==> src/rtl/chip_dispense_seq_pkg.sv <==
// Shared types and constants for the chip dispense sequencer and the servo pulse generator.
package chip_dispense_seq_pkg;

  localparam int unsigned SERVO_POS_W = 10;
  localparam int unsigned MS_CNT_W    = 16;

  localparam logic [SERVO_POS_W-1:0] HOME_POS_DEF = 10'd256;
  localparam logic [SERVO_POS_W-1:0] DISP_POS_DEF = 10'd512;

  typedef enum logic [2:0] {
    StIdle,
    StToDisp,
    StDwell,
    StToHome,
    StDone
  } state_e;

endpackage

==> src/rtl/chip_dispense_seq_if.sv <==
// Request handshake plus status/servo outputs of the dispense sequencer.
interface chip_dispense_seq_if #(
  parameter int unsigned CNT_W = 4
);
  import chip_dispense_seq_pkg::*;

  logic                   req_valid;
  logic                   req_ready;
  logic [CNT_W-1:0]       req_count;
  logic                   abort;
  logic [SERVO_POS_W-1:0] servo_pos;
  logic                   busy;
  logic                   done;
  logic                   aborted;
  logic [CNT_W-1:0]       chips_done;

  modport master (
    output req_valid, req_count, abort,
    input  req_ready, servo_pos, busy, done, aborted, chips_done
  );

  modport slave (
    input  req_valid, req_count, abort,
    output req_ready, servo_pos, busy, done, aborted, chips_done
  );

endinterface

==> src/rtl/chip_dispense_seq_ms_timer.sv <==
// Millisecond timer: expires exactly i_target_ms*DIV cycles after the last clear.
module chip_dispense_seq_ms_timer
  import chip_dispense_seq_pkg::*;
#(
  parameter int unsigned DIV = 50000
) (
  input  logic                clk,
  input  logic                rst_n,
  input  logic                i_clear,
  input  logic [MS_CNT_W-1:0] i_target_ms,
  output logic                o_expire
);

  localparam int unsigned PRE_W = (DIV > 1) ? $clog2(DIV) : 1;

  logic [PRE_W-1:0]    r_pre;
  logic [MS_CNT_W-1:0] r_ms;
  logic                w_tick;

  assign w_tick   = (r_pre == PRE_W'(DIV - 1));
  assign o_expire = w_tick && (r_ms == (i_target_ms - MS_CNT_W'(1)));

  always_ff @(posedge clk or negedge rst_n) begin
    if (!rst_n) begin
      r_pre <= '0;
      r_ms  <= '0;
    end else if (i_clear) begin
      r_pre <= '0;
      r_ms  <= '0;
    end else if (w_tick) begin
      r_pre <= '0;
      r_ms  <= r_ms + MS_CNT_W'(1);
    end else begin
      r_pre <= r_pre + PRE_W'(1);
    end
  end

endmodule

==> src/rtl/chip_dispense_seq.sv <==
// Dispense sequencer: swings the servo HOME->DISPENSE->HOME once per requested chip.
module chip_dispense_seq
  import chip_dispense_seq_pkg::*;
#(
  parameter int unsigned             CLK_HZ   = 50000000,
  parameter logic [SERVO_POS_W-1:0]  HOME_POS = HOME_POS_DEF,
  parameter logic [SERVO_POS_W-1:0]  DISP_POS = DISP_POS_DEF,
  parameter int unsigned             MOVE_MS  = 300,
  parameter int unsigned             DWELL_MS = 200,
  parameter int unsigned             CNT_W    = 4
) (
  input logic                clk,
  input logic                rst_n,
  chip_dispense_seq_if.slave bus
);

  localparam int unsigned DIV = CLK_HZ / 1000;

  state_e                 r_state;
  state_e                 w_state_next;
  logic [CNT_W-1:0]       r_remaining;
  logic [CNT_W-1:0]       r_chips_done;
  logic                   r_aborted;
  logic [SERVO_POS_W-1:0] r_servo_pos;
  logic                   w_xfer;
  logic                   w_expire;
  logic                   w_clear;
  logic                   w_abort_act;
  logic [MS_CNT_W-1:0]    w_target_ms;
  logic                   w_req_ready;
  logic                   w_busy;
  logic                   w_done;

  assign w_xfer      = bus.req_valid && (r_state == StIdle);
  assign w_abort_act = bus.abort && (r_state inside {StToDisp, StDwell, StToHome});
  // Any state change restarts the ms timer so every state starts from a clean count.
  assign w_clear     = (w_state_next != r_state);

  chip_dispense_seq_ms_timer #(
    .DIV (DIV)
  ) u_ms_timer (
    .clk         (clk),
    .rst_n       (rst_n),
    .i_clear     (w_clear),
    .i_target_ms (w_target_ms),
    .o_expire    (w_expire)
  );

  always_ff @(posedge clk or negedge rst_n) begin
    if (!rst_n) begin
      r_state <= StIdle;
    end else begin
      r_state <= w_state_next;
    end
  end

  always_comb begin
    w_state_next = r_state;
    unique case (r_state)
      StIdle: begin
        if (w_xfer) begin
          w_state_next = (bus.req_count == '0) ? StDone : StToDisp;
        end
      end
      StToDisp: begin
        if (bus.abort)        w_state_next = StToHome;
        else if (w_expire)    w_state_next = StDwell;
      end
      StDwell: begin
        if (bus.abort || w_expire) w_state_next = StToHome;
      end
      StToHome: begin
        if (w_expire) begin
          w_state_next = ((r_remaining == '0) || r_aborted || bus.abort) ? StDone : StToDisp;
        end
      end
      StDone:  w_state_next = StIdle;
      default: w_state_next = StIdle;
    endcase
  end

  always_comb begin
    w_req_ready = (r_state == StIdle);
    w_busy      = (r_state != StIdle);
    w_done      = (r_state == StDone);
    w_target_ms = (r_state == StDwell) ? MS_CNT_W'(DWELL_MS) : MS_CNT_W'(MOVE_MS);
  end

  always_ff @(posedge clk or negedge rst_n) begin
    if (!rst_n) begin
      r_remaining  <= '0;
      r_chips_done <= '0;
      r_aborted    <= 1'b0;
      r_servo_pos  <= HOME_POS;
    end else begin
      r_servo_pos <= (w_state_next inside {StToDisp, StDwell}) ? DISP_POS : HOME_POS;
      if (w_xfer) begin
        r_remaining  <= bus.req_count;
        r_chips_done <= '0;
        r_aborted    <= 1'b0;
      end else begin
        if (w_abort_act) r_aborted <= 1'b1;
        // An abort on the final dwell cycle wins: that chip is not counted.
        if ((r_state == StDwell) && w_expire && !bus.abort) begin
          r_chips_done <= r_chips_done + CNT_W'(1);
          r_remaining  <= r_remaining - CNT_W'(1);
        end
      end
    end
  end

  assign bus.req_ready  = w_req_ready;
  assign bus.busy       = w_busy;
  assign bus.done       = w_done;
  assign bus.servo_pos  = r_servo_pos;
  assign bus.aborted    = r_aborted;
  assign bus.chips_done = r_chips_done;

endmodule

==> src/flat_wrapper.sv <==
// flat-port wrapper written by rule: the top's interface ports become plain ports
module chip_dispense_seq_flat import chip_dispense_seq_pkg::*;
#(
  parameter int unsigned             CLK_HZ   = 50000000,
  parameter logic [SERVO_POS_W-1:0]  HOME_POS = HOME_POS_DEF,
  parameter logic [SERVO_POS_W-1:0]  DISP_POS = DISP_POS_DEF,
  parameter int unsigned             MOVE_MS  = 300,
  parameter int unsigned             DWELL_MS = 200,
  parameter int unsigned             CNT_W    = 4
)
  (clk, rst_n, bus_req_valid, bus_req_count, bus_abort, bus_req_ready, bus_servo_pos, bus_busy, bus_done, bus_aborted, bus_chips_done);
  chip_dispense_seq_if #(.CNT_W(CNT_W)) bus_i ();
  input logic clk;
  input logic rst_n;
  input wire logic [$bits(bus_i.req_valid)-1:0] bus_req_valid;
  input wire logic [$bits(bus_i.req_count)-1:0] bus_req_count;
  input wire logic [$bits(bus_i.abort)-1:0] bus_abort;
  output wire logic [$bits(bus_i.req_ready)-1:0] bus_req_ready;
  output wire logic [$bits(bus_i.servo_pos)-1:0] bus_servo_pos;
  output wire logic [$bits(bus_i.busy)-1:0] bus_busy;
  output wire logic [$bits(bus_i.done)-1:0] bus_done;
  output wire logic [$bits(bus_i.aborted)-1:0] bus_aborted;
  output wire logic [$bits(bus_i.chips_done)-1:0] bus_chips_done;
  assign bus_i.req_valid = bus_req_valid;
  assign bus_i.req_count = bus_req_count;
  assign bus_i.abort = bus_abort;
  assign bus_req_ready = bus_i.req_ready;
  assign bus_servo_pos = bus_i.servo_pos;
  assign bus_busy = bus_i.busy;
  assign bus_done = bus_i.done;
  assign bus_aborted = bus_i.aborted;
  assign bus_chips_done = bus_i.chips_done;
  chip_dispense_seq #(.CLK_HZ(CLK_HZ), .HOME_POS(HOME_POS), .DISP_POS(DISP_POS), .MOVE_MS(MOVE_MS), .DWELL_MS(DWELL_MS), .CNT_W(CNT_W)) u_core (.clk(clk), .rst_n(rst_n), .bus(bus_i));
endmodule
==> config.mk <==
export PLATFORM = sky130hd
export DESIGN_NAME = chip_dispense_seq_flat
export DESIGN_NICKNAME = d
export VERILOG_FILES = /design/src/rtl/chip_dispense_seq_pkg.sv /design/src/rtl/chip_dispense_seq_if.sv /design/src/rtl/chip_dispense_seq_ms_timer.sv /design/src/rtl/chip_dispense_seq.sv /design/src/flat_wrapper.sv
export SDC_FILE = /design/constraint.sdc
export NUM_CORES = 1
export LEC_CHECK = 0
export ABC_AREA = 1
export CAP_MARGIN = 20
export CORE_UTILIZATION = 50
export DETAILED_ROUTE_END_ITERATION = 7
export PLACE_DENSITY = 0.71
export SYNTH_ARGS = -nofsm -noshare
export SYNTH_HDL_FRONTEND = slang
export SYNTH_SLANG_ARGS = --single-unit
==> constraint.sdc <==
create_clock -name clk -period 3.4 [get_ports clk]
set_clock_uncertainty 0.1 [all_clocks]
set_input_delay 0.68 -clock clk [delete_from_list [all_inputs] [get_ports clk]]
set_output_delay 0.68 -clock clk [all_outputs]
set_load 0.03 [all_outputs]
==> metrics <==
XOR/XNOR share of the synthesized area=0.07292; remaining antenna violation count after routing=0; crit start category=register; largest net degree at the start of global routing=47; Tmin final=2618 ps; post-synthesis cell type count=33; origin of the worst setup path=u_core.r_state[0]$_DFF_PN0_; P_leak=0.001445 uW; syn_area_per_cell=7.653 um^2; Die Wd=76.33 um; Tcrit/Tclk final=0.7700; CTS tree=done; CP cell instances=nor2_1 > inv_1 > nor2_2 > clkdlybuf4s50_1; CTS H-Tree Depth=2; RSZ-0062 raised after global routing=false; clock-pin transition on the worst setup and hold timing paths=90 ps; Post-synth EDFFs=0; dpl cell area=2959 um^2; core area=5205 um^2; P_sw=628.5 uW; post-synthesis mux area share=0.003623; Logic pwr share=0.333; Largest delay share family, worst path=buffers and inverters; sequential share of power=0.389; worst hold path type=input port to async pin; register area share after synthesis=0.4171; Routed WL per cell=11.18 um; switching share of power=0.3575; clock root cell=clkbuf_8; PwrDens=564.1 nW/um^2; endpoint class of the critical path=output port; Nets=395; Clock Sinks=46; clock share of power=0.278; largest family of logic cells by synthesized area=simple AND/OR/NAND/NOR gates; initial core utilization=0.5308; clock latency at the later pin of the worst-skew pair=300 ps; Sequential Area=1152 um^2; postcts setup bufs=0; Slew Limit Fails=0; Yosys warnings=0; Mapped Cells=361; Clock Path Buffers=2; FF-to-FF Start=u_core.u_ms_timer.r_pre[0]$_DFF_PN0_; P_int=1130 uW; FMAX=382.0 MHz; main flop type after synthesis=dfrtp_1; area leader, netlist=dfrtp_1; top cells by count, synth=80 x nand2_1, 57 x nor2_1, 45 x dfrtp_1, 41 x inv_1, 25 x nand3_1; initial antenna violation count=0; Total GRT Usage=0.1964; fraction of the mapped netlist area in adder cells=0.01812; TNS Setup=0 ps; DR vias=2,216; CTS Buf Count=5; Async SR Flop Fraction=1.000; cell with the most instances after synthesis=nand2_1; IO Count=26; Buf+Inv Stages, Crit Path=2; worst ir drop on vdd=0.0003293 V; CP max stage delay=690 ps; layout cells sized above 1=0.1302; Cell Area, Synth=2763 um^2; peak fanout along the critical path=5; First DRT Iteration DRCs=113; final hold vios=0; Core Rows=26; Seq cells post-synth=46; crit path kind=register to output port; first-pass GRT wire length=9239 um; P&R area growth vs syn=12.82%; Multi-input gate area=1370 um^2; vias in the first global route=2,104; vias per std cell=4.881; top cells by area, synth=dfrtp_1 41%, nand2_1 11%, nor2_1 7.7%; hold buffers post-CTS=0; total grt overflow=0; fin area=3117 um^2; Filler cells=483; I/O Buffers=17; post-cts sizing count=0; # setup viols final=0; # diodes=0; hpwl dp=3657 um; number of remaining DRC errors=0; complex-gate fraction of the synthesized area=0.03533; top-area cell type share of the netlist area=0.4076; # Max-Cap Violations=0; Post-Synth Simple-Gate Area=0.3551; Post-Route WL=5077 um; CP Data Arrival Time=1840 ps; CP required=2620 ps; status=complete, no violations; GPL Wtd Cong=0.8373; Die ar.=5826 um^2; DR pass1 iterations=4; Slowest cell on crit path=clkdlybuf4s50_1; Die Y=76.33 um
registers in the layout (all words and copies together), names as in the netlist:
name	count
u_core.bus.servo_pos	2
u_core.u_ms_timer.r_ms	16
u_core.bus.chips_done	4
u_core.bus.aborted	1
u_core.u_ms_timer.r_pre	16
u_core.r_remaining	4
u_core.r_state	3
per-stage QoR:
stage	setup slack, ps	hold slack, ps	std cells	util	total power, uW
detailed placement	962.1	444.7	445	0.5685	1281
CTS	761.2	460.9	453	0.5950	1777
finish	782.1	117.6	454	0.5988	1758
floorplan	1426	284.4	368	-	1169
global route	636.9	120.0	454	0.5988	1876
global placement	996.5	433.9	445	0.5685	1280
path summary, 6_finish.rpt:
kind                       depth (start not counted)                                     to  slack (ps)
setup / recovery                                   4                          bus_req_ready         780
hold / removal                                     1  u_core.u_ms_timer.r_pre[12]$_DFF_PN0_         120
setup reg to reg                                  11  u_core.u_ms_timer.r_pre[11]$_DFF_PN0_        1130
hold reg to reg                                    2      u_core.r_remaining[0]$_DFFE_PN0P_         460
max in group asynchronous                          2      u_core.bus.servo_pos[8]$_DFF_PN1_        2550
min in group clk                                   2      u_core.r_remaining[0]$_DFFE_PN0P_         460
per-layer routing:
metal,global-route usage,part of all wire
met4,0.07115,0.016
met2,0.3099,0.45
met5,0,0
met1,0.2695,0.49
met3,0.03593,0.037
final cells by class:
class / count / area share
Timing Repair Buffer: 20 / 0.06423
Clock inverter: 3 / 0.02208
Inverter: 45 / 0.05420
Multi-Input combinational cell: 265 / 0.4396
Clock buffer: 5 / 0.02208
Sequential cell: 46 / 0.3697
Tap cell: 70 / 0.02810
kinds of logic (layout without fill, tap and decap cells):
kind of cell	count (synthesis)	after routing
fa+ha+maj	4	4
xor+xnor	23	23
compound gates	16	16
buf+inv	57	73
mux	1	1
flops	46	46
simple gates	213	213
other cells	1	8
cell usage in the layout, fill, tap and decap left out:
master | netlist | routed
or2_2 | 2 | 2
nand4_1 | 7 | 7
dfrtp_1 | 45 | 45
nand3_1 | 25 | 25
inv_2 | 4 | 4
nand3b_1 | 4 | 4
nand3_2 | 1 | 1
a21oi_1 | 2 | 2
mux2i_1 | 1 | 1
o21ai_0 | 8 | 8
o31ai_1 | 1 | 1
nor2_1 | 57 | 57
a21oi_2 | 1 | 1
xor2_1 | 16 | 16
clkdlybuf4s50_1 | 0 | 16
nand4_2 | 1 | 1
clkbuf_8 | 0 | 5
nand2_2 | 5 | 5
buf_2 | 0 | 1
nor2_4 | 3 | 3
o211ai_1 | 1 | 1
a22o_1 | 1 | 1
inv_1 | 41 | 41
buf_4 | 8 | 2
nor3_1 | 6 | 6
ha_1 | 4 | 4
o32ai_1 | 1 | 1
dfstp_2 | 1 | 1
bufinv_16 | 0 | 2
xnor2_1 | 7 | 7
o22ai_1 | 1 | 1
buf_12 | 0 | 1
nor2_2 | 20 | 20
conb_1 | 1 | 8
clkinv_4 | 0 | 1
nor4_1 | 2 | 2
nand2_1 | 80 | 80
power by group through the flow:
stage / combinational (uW) / sequential (uW) / clock, uW
finish: 586 / 684 / 488
floorplan: 446 / 724 / 0
CTS: 592 / 683 / 502
global placement: 587 / 693 / 0
global route: 662 / 696 / 518
detailed placement: 588 / 694 / 0
Note: power is estimated with default switching activity, not from simulation.
